$ cat src/rtl/bus_copy_initiator_pkg.sv
// Shared types and constants for the word-copy bus initiator.
package bus_copy_initiator_pkg;

    localparam int unsigned ADDR_W = 32;
    localparam int unsigned DATA_W = 32;
    localparam int unsigned BE_W   = 4;

    localparam logic [BE_W-1:0]   BUS_BE_FULL = 4'hF;
    localparam logic [ADDR_W-1:0] WORD_STRIDE = 32'd4;

    typedef enum logic [2:0] {
        ST_IDLE    = 3'd0,
        ST_RD_REQ  = 3'd1,
        ST_RD_WAIT = 3'd2,
        ST_WR_REQ  = 3'd3,
        ST_DONE    = 3'd4
    } state_e;

    // Request payload presented on the bus alongside bus_req_o.
    typedef struct packed {
        logic              we;
        logic [ADDR_W-1:0] addr;
        logic [BE_W-1:0]   be;
        logic [DATA_W-1:0] wdata;
    } bus_req_t;

    function automatic logic [ADDR_W-1:0] word_align(input logic [ADDR_W-1:0] a);
        return a & ~ADDR_W'(3);
    endfunction

endpackage

$ cat src/rtl/bus_copy_initiator.sv
// Bus initiator copying len words from src to dst, one read then one write per word,
// with a single transaction outstanding and a read-response timeout.
module bus_copy_initiator
    import bus_copy_initiator_pkg::*;
#(
    parameter int unsigned LEN_W        = 16,
    parameter int unsigned RESP_TIMEOUT = 256
) (
    input  logic              clk_i,
    input  logic              rst_n_i,
    input  logic              start_i,
    input  logic [ADDR_W-1:0] src_addr_bi,
    input  logic [ADDR_W-1:0] dst_addr_bi,
    input  logic [LEN_W-1:0]  len_bi,
    output logic              busy_o,
    output logic              done_o,
    output logic              err_o,
    output logic              bus_req_o,
    output logic              bus_we_o,
    output logic [ADDR_W-1:0] bus_addr_bo,
    output logic [BE_W-1:0]   bus_be_bo,
    output logic [DATA_W-1:0] bus_wdata_bo,
    input  logic              bus_ack_i,
    input  logic              bus_resp_i,
    input  logic [DATA_W-1:0] bus_rdata_bi
);

    localparam int unsigned      TMR_W    = $clog2(RESP_TIMEOUT);
    localparam logic [TMR_W-1:0] TMR_LAST = TMR_W'(RESP_TIMEOUT - 1);

    state_e              state_q, state_d;
    logic [ADDR_W-1:0]   src_q, src_d;
    logic [ADDR_W-1:0]   dst_q, dst_d;
    logic [LEN_W-1:0]    rem_q, rem_d;
    logic [TMR_W-1:0]    tmr_q, tmr_d;
    logic [DATA_W-1:0]   wbuf_q, wbuf_d;
    logic                err_q, err_d;
    logic                busy_q, busy_d;
    logic                done_q, done_d;
    logic                req_q, req_d;
    bus_req_t            pay_q, pay_d;

    // Next-state logic; bus outputs are decoded from the next state so they register cleanly.
    always_comb begin
        state_d = state_q;
        src_d   = src_q;
        dst_d   = dst_q;
        rem_d   = rem_q;
        tmr_d   = tmr_q;
        wbuf_d  = wbuf_q;
        err_d   = err_q;
        req_d   = 1'b0;
        busy_d  = 1'b0;
        done_d  = 1'b0;
        pay_d   = '0;

        unique case (state_q)
            ST_IDLE: begin
                if (start_i) begin
                    src_d   = word_align(src_addr_bi);
                    dst_d   = word_align(dst_addr_bi);
                    rem_d   = len_bi;
                    err_d   = 1'b0;
                    state_d = (len_bi == '0) ? ST_DONE : ST_RD_REQ;
                end
            end
            ST_RD_REQ: begin
                if (bus_ack_i) begin
                    tmr_d   = '0;
                    state_d = ST_RD_WAIT;
                end
            end
            ST_RD_WAIT: begin
                // A response arriving on the last timer cycle still wins.
                if (bus_resp_i) begin
                    wbuf_d  = bus_rdata_bi;
                    state_d = ST_WR_REQ;
                end else if (tmr_q == TMR_LAST) begin
                    err_d   = 1'b1;
                    state_d = ST_DONE;
                end else begin
                    tmr_d = tmr_q + TMR_W'(1);
                end
            end
            ST_WR_REQ: begin
                if (bus_ack_i) begin
                    src_d   = src_q + WORD_STRIDE;
                    dst_d   = dst_q + WORD_STRIDE;
                    rem_d   = rem_q - LEN_W'(1);
                    state_d = (rem_q == LEN_W'(1)) ? ST_DONE : ST_RD_REQ;
                end
            end
            ST_DONE: state_d = ST_IDLE;
            default: state_d = ST_IDLE;
        endcase

        req_d  = (state_d == ST_RD_REQ) || (state_d == ST_WR_REQ);
        busy_d = req_d || (state_d == ST_RD_WAIT);
        done_d = (state_d == ST_DONE);
        if (state_d == ST_RD_REQ) begin
            pay_d.addr = src_d;
            pay_d.be   = BUS_BE_FULL;
        end else if (state_d == ST_WR_REQ) begin
            pay_d.we    = 1'b1;
            pay_d.addr  = dst_d;
            pay_d.be    = BUS_BE_FULL;
            pay_d.wdata = wbuf_d;
        end
    end

    always_ff @(posedge clk_i) begin
        if (!rst_n_i) begin
            state_q <= ST_IDLE;
            src_q   <= '0;
            dst_q   <= '0;
            rem_q   <= '0;
            tmr_q   <= '0;
            wbuf_q  <= '0;
            err_q   <= 1'b0;
            busy_q  <= 1'b0;
            done_q  <= 1'b0;
            req_q   <= 1'b0;
            pay_q   <= '0;
        end else begin
            state_q <= state_d;
            src_q   <= src_d;
            dst_q   <= dst_d;
            rem_q   <= rem_d;
            tmr_q   <= tmr_d;
            wbuf_q  <= wbuf_d;
            err_q   <= err_d;
            busy_q  <= busy_d;
            done_q  <= done_d;
            req_q   <= req_d;
            pay_q   <= pay_d;
        end
    end

    assign busy_o       = busy_q;
    assign done_o       = done_q;
    assign err_o        = err_q;
    assign bus_req_o    = req_q;
    assign bus_we_o     = pay_q.we;
    assign bus_addr_bo  = pay_q.addr;
    assign bus_be_bo    = pay_q.be;
    assign bus_wdata_bo = pay_q.wdata;

endmodule

$ cat config.mk
export PLATFORM = sky130hd
export DESIGN_NAME = bus_copy_initiator
export DESIGN_NICKNAME = d
export VERILOG_FILES = /design/src/rtl/bus_copy_initiator_pkg.sv /design/src/rtl/bus_copy_initiator.sv
export SDC_FILE = /design/constraint.sdc
export NUM_CORES = 1
export LEC_CHECK = 0
export ABC_AREA = 1
export CAP_MARGIN = 0
export CORE_ASPECT_RATIO = 1.1
export CORE_MARGIN = 3
export CORE_UTILIZATION = 56
export DETAILED_ROUTE_END_ITERATION = 7
export PLACE_DENSITY = 0.86
export SLEW_MARGIN = 15
export SYNTH_ARGS = -nofsm -noshare
export SYNTH_HDL_FRONTEND = slang
export SYNTH_SLANG_ARGS = --single-unit
$ cat constraint.sdc
create_clock -name clk_i -period 5.8 [get_ports clk_i]
set_input_delay 1.16 -clock clk_i [delete_from_list [all_inputs] [get_ports clk_i]]
set_output_delay 1.16 -clock clk_i [all_outputs]
set_load 0.02 [all_outputs]
Word-level counts from Yosys, hierarchy flattened. Cells that the tools add are included.

Bits in registers: 196. Logic and storage cells: 76. Input port bits: 117. Output and inout port bits: 73.

Reduce and logical (&&, ||, !) cells: 12. Add/subtract/negate cells: 4. Equality and inequality tests: 15. Bitwise gates (word level): 2. Muxes and demuxes: 29.

Operator list (number): 32-bit 2-to-1 mux (6); 32-bit case mux with 2 select lines (2); 69-bit 2-to-1 mux (1); 32-bit by 3-bit adder with 32-bit output, second input constant (2); 36-bit 2-to-1 mux (1); 16-bit 2-to-1 mux (2); 16-bit case mux with 2 select lines (1); 8-bit 2-to-1 mux (3); 3-bit 2-to-1 mux (7); 16-bit by 1-bit == test with 1-bit output, second input constant (1); 16-bit zero test (1); 8-bit case mux with 2 select lines (1); 16-bit by 1-bit subtractor with 16-bit output, second input constant (1); 3-bit by 2-bit == test with 1-bit output, second input constant (4); 2-bit inequality test, second input constant (6); 3-bit case mux with 4 select lines (1); 8-bit by 1-bit adder with 8-bit output, second input constant (1); 8-bit == test, second input constant (1); 4-bit AND reduction (2); 3-bit by 1-bit == test with 1-bit output, second input constant (2); 2-bit nonzero test (3); 3-bit == test, second input constant (1); 3-bit zero test (1); 1-bit 2-to-1 mux (3); 6 further kinds (8).

Logic depth before layout (Yosys ltp).
Word-level depth: 7. Gate-level depth with buffers: 13. Depth with buffers taken out: 13.

Least setup slack after synthesis. Ideal clock, no wire load.

Path kind: input-to-reg. Start: input port bus_ack_i. End: register pay_q (netlist bit bus_addr_bo[18]). Path buffers: 1. Setup time: 0.114 ns. Setup slack: 3.388 ns. Stages on the path: 10. Data arrival time: 2.298 ns. Required time: 5.686 ns. Cells stage by stage: buf_4 > nand2_1 > nor2_1 > nand2_1 > nor2_1 > nor2_1 > o21ai_0 > nand2_1 > nand3_1 > nand2_1.

Word-level cells in the longest chain between the ends: 5. Elaborated cells between the ends (all ways): 11. Classes of those cells: 2 x eq/ne; 9 x mux.

RTL lines: from (decl) (line bus_copy_initiator.sv:23) `input logic bus_ack_i,`; 3-bit 2-to-1 mux (on tied branches) (line bus_copy_initiator.sv:86, bus_copy_initiator.sv:68); 3-bit case mux with 4 select lines (line bus_copy_initiator.sv:57) `unique case (state_q)`; 3-bit by 2-bit == test with 1-bit output (line bus_copy_initiator.sv:103) `end else if (state_d == ST_WR_REQ) begin`; 69-bit 2-to-1 mux (line bus_copy_initiator.sv:103); 36-bit 2-to-1 mux (*) (line bus_copy_initiator.sv:100) `if (state_d == ST_RD_REQ) begin`; to (signal assigned) (line bus_copy_initiator.sv:135) `pay_q <= pay_d;`; to (decl) (line bus_copy_initiator.sv:41) `bus_req_t pay_q, pay_d;`.

Mark *: on every way between the ends. The rest lies on a longest branch, timed or not. A chain may end at the register's enable or synchronous reset.

Worst setup path in the final report.
Start: input port start_i. End: register pay_q (netlist bit bus_addr_bo[15]).

Word-level cells in the longest chain between the ends: 5. Elaborated cells between the ends (all ways): 10. Classes of those cells: 2 x eq/ne; 8 x mux.

RTL lines: from (decl) (line bus_copy_initiator.sv:11) `input logic start_i,`; 3-bit 2-to-1 mux (line bus_copy_initiator.sv:59) `if (start_i) begin`; 3-bit case mux with 4 select lines (line bus_copy_initiator.sv:57); 3-bit by 2-bit == test with 1-bit output (line bus_copy_initiator.sv:103); 69-bit 2-to-1 mux (line bus_copy_initiator.sv:103); 36-bit 2-to-1 mux (*) (line bus_copy_initiator.sv:100).

Marked as above.

==> results.cfg <==
[synthesis]
ys_warn_count = 0
synth_most_common_cell = nand2_1
ys_seq_area_frac = 0.415
synth_compound_area_frac = 0.101
netlist_top_cells_count = 378 x nand2_1, 192 x dfxtp_1, 170 x nor2_1, 156 x inv_1, 125 x nand3_1
syn_area_sq_um = 9260
syn_inst = 1371
synth_top_area_frac = 0.415
synth_cell_types = 40
syn_avg_cell_area_sq_um = 6.75
synth-simple-area-share = 0.332
ys_seq_elements = 192
synthTopCellsByArea = dfxtp_1 42%, nand2_1 15%, nor2_1 6.9%, nand3_1 6.8%, inv_1 6.3%
synth.net_count = 1493
synth_edf_count = 0
async_reset_ff_frac = 0
synthMuxAreaShare = 0.0346
synth_xor_area_frac = 0.0161
synth_top_family_by_area = simple AND/OR/NAND/NOR gates
ys.flop_type = dfxtp_1
yosys.area.top_type = dfxtp_1
synthAdderAreaFrac = 0.00676

[sta]
max_freq_ghz = 0.276
relSlewSlack = 0.565
fin_worst_skew_ps = 9.15
timing.final.crit_share = 0.625
fin_tns_setup_ps = 0
finalMaxSlewViolations = 0
tightestPinTransition_ps = 651
period_minus_slack_ps = 3620
final_hold_viol_count = 0
finalSetupViolations = 0
rsz0062_at_grt = false

[global_routing]
grt_max_degree = 48
gr-usage-all-layers = 0.286
grt_pass1_wl_um = 42100
grt_overflow = 0
grt_pass1_vias = 8898
antenna_found_initial = 0

[routing]
dr.pass1.iters = 7
drt_wl_total_um = 26200
wire_per_inst_um = 15.0
postRouteAntennaNets = 0
viasPerCell = 5.45
vias = 9500
drc = 0
first_iter_violations = 860

[job]
max_cap_violations = 0

[pwr]
p_total_mw = 3.34
vdd_drop_max_uv = 226
p_per_area_nw_per_um2 = 284
leakage_nw = 5.12

[floorplan]
ios = 190
die-width_um = 129
die_h_um = 141
start_util = 0.580
core_area_sq_um = 16000
num_rows = 48
die-area_sq_um = 18100

[clocking]
cts_root_buf = clkbuf_16
post_cts_buffers = 0
ctsHoldBuffers = 0
post_cts_resize_count = 0
cts_tree = built
clock_path_buffers = 2
cts.clk_slew.worst_paths_ps = 70
clkSinkCount = 192
cts-htree-levels = 4
cts_inserted_buffers = 17
clk_latency_ps = 440

[final_layout]
diodes = 0
layout-drive-gt1-share = 0.0402
regArea_sq_um = 3840
nFillCells = 1262
multiInputGateArea_sq_um = 4550
nets = 1652
syn_to_final_growth_pct = 26.9

[worst_setup_path]
slowest_delay_ps = 650
endpoint_kind = register
worstPathCellList = clkdlybuf4s50_1, nand4_2, inv_2, nand2_1, nand3_2, nand2_2, inv_2, nand3_1, nand2_1
crit_family = buffers and inverters
path_buf_inv = 3
critPathArrivalTime_ps = 4000
cpMaxStageDelayCell = inv_2
path_max_fanout = 33
cp-start-kind = input port
crit_type = in2reg
cp.required_ps = 6180

[placement]
port_buffers = 185
hpwlAfterDp_um = 18700
gp_congestion = 0.937

[hold_path]
hold_path.class = reg2reg

[outcome]
status = completed
per-layer routing:
layer / GRT usage / share of wire
met1: 0.345 / 0.40
met2: 0.472 / 0.46
met3: 0.0887 / 0.10
met4: 0.119 / 0.039
met5: 0 / 0
worst reg2reg max path: cells and delay by family, from the launching register on:
family	cells	cell delay, ps
buffers and inverters	3	1220
AND/OR/NAND/NOR	6	1200
flip-flops	1	390
cell type report:
| type | instances | share of cell area |
|---|---|---|
| clock buffers | 18 | 0.0365 |
| clock inverters | 14 | 0.0124 |
| inverters | 165 | 0.0527 |
| multi-input cells | 961 | 0.387 |
| flip-flops and latches | 192 | 0.327 |
| well taps | 200 | 0.0213 |
| repair buffers | 193 | 0.163 |
cell families after synthesis:
logic type	after synthesis
muxes	32
xor gates and xnor gates	17
adders and majority gates	5
AOI/OAI and AO/OA	174
and+or+nand+nor	733
buffers and inverters	218
DFF	192
sequential cells by signal, summed over array words and instances (netlist names):
register and flops:
bus_addr_bo 32, bus_wdata_bo 32, dst_q 32, src_q 32
wbuf_q 32, rem_q 16, tmr_q 8, state_q 3
bus_be_bo 1, bus_we_o 1, busy_o 1, done_o 1
err_o 1
power breakdown:
group	leakage, nW	switching [mW]	internal (mW)
clock	0.278	0.545	0.608
sequential	1.56	0.0766	1.41
combinational	3.28	0.430	0.269
total	5.12	1.05	2.29
layout by cell type (no fill, tap or decap), types with 3 or more instances in the layout:
cell             synthesis  layout
nand2_1                378     378
inv_1                  156     156
o22ai_1                  6       6
mux2i_1                 32      32
nand4_1                 23      23
xor2_1                  15      15
inv_2                    8       9
inv_6                    0       5
ha_1                     5       5
a31oi_1                 13      13
o21ai_0                 70      70
nor3_1                  17      17
inv_8                    0       3
nand3_1                125     125
buf_4                    8       8
nor2_1                 170     170
nand3b_1                 5       5
clkdlybuf4s50_1          0     185
o211ai_1                 8       8
dfxtp_1                192     192
clkbuf_16                0      17
a21oi_1                 69      69
nand2_2                  4       4
path summary, 6_finish.rpt:
check             start         endpoint  slack (ps)  cells past startpoint
min reg2reg    dst_q[0]         dst_q[0]         470                      2
min            dst_q[0]         dst_q[0]         470                      2
max             start_i  bus_addr_bo[15]        2180                      9
max reg2reg  state_q[0]  bus_addr_bo[15]        2940                      9
stage by stage:
| stage | util | hold slack (ps) | area (sq um) | worst slack [ps] | std cells |
|---|---|---|---|---|---|
| 2_1_floorplan | - | 442 | 9260 | 3390 | 1371 |
| 3_3_place_gp | 0.699 | 451 | 11200 | 1790 | 1711 |
| 3_5_place_dp | 0.699 | 462 | 11200 | 1820 | 1711 |
| 4_1_cts | 0.735 | 472 | 11700 | 2270 | 1743 |
| 5_1_grt | 0.735 | 495 | 11700 | 2040 | 1743 |
| 6_report | 0.735 | 470 | 11700 | 2180 | 1743 |
(Power assumes the default switching activity.)
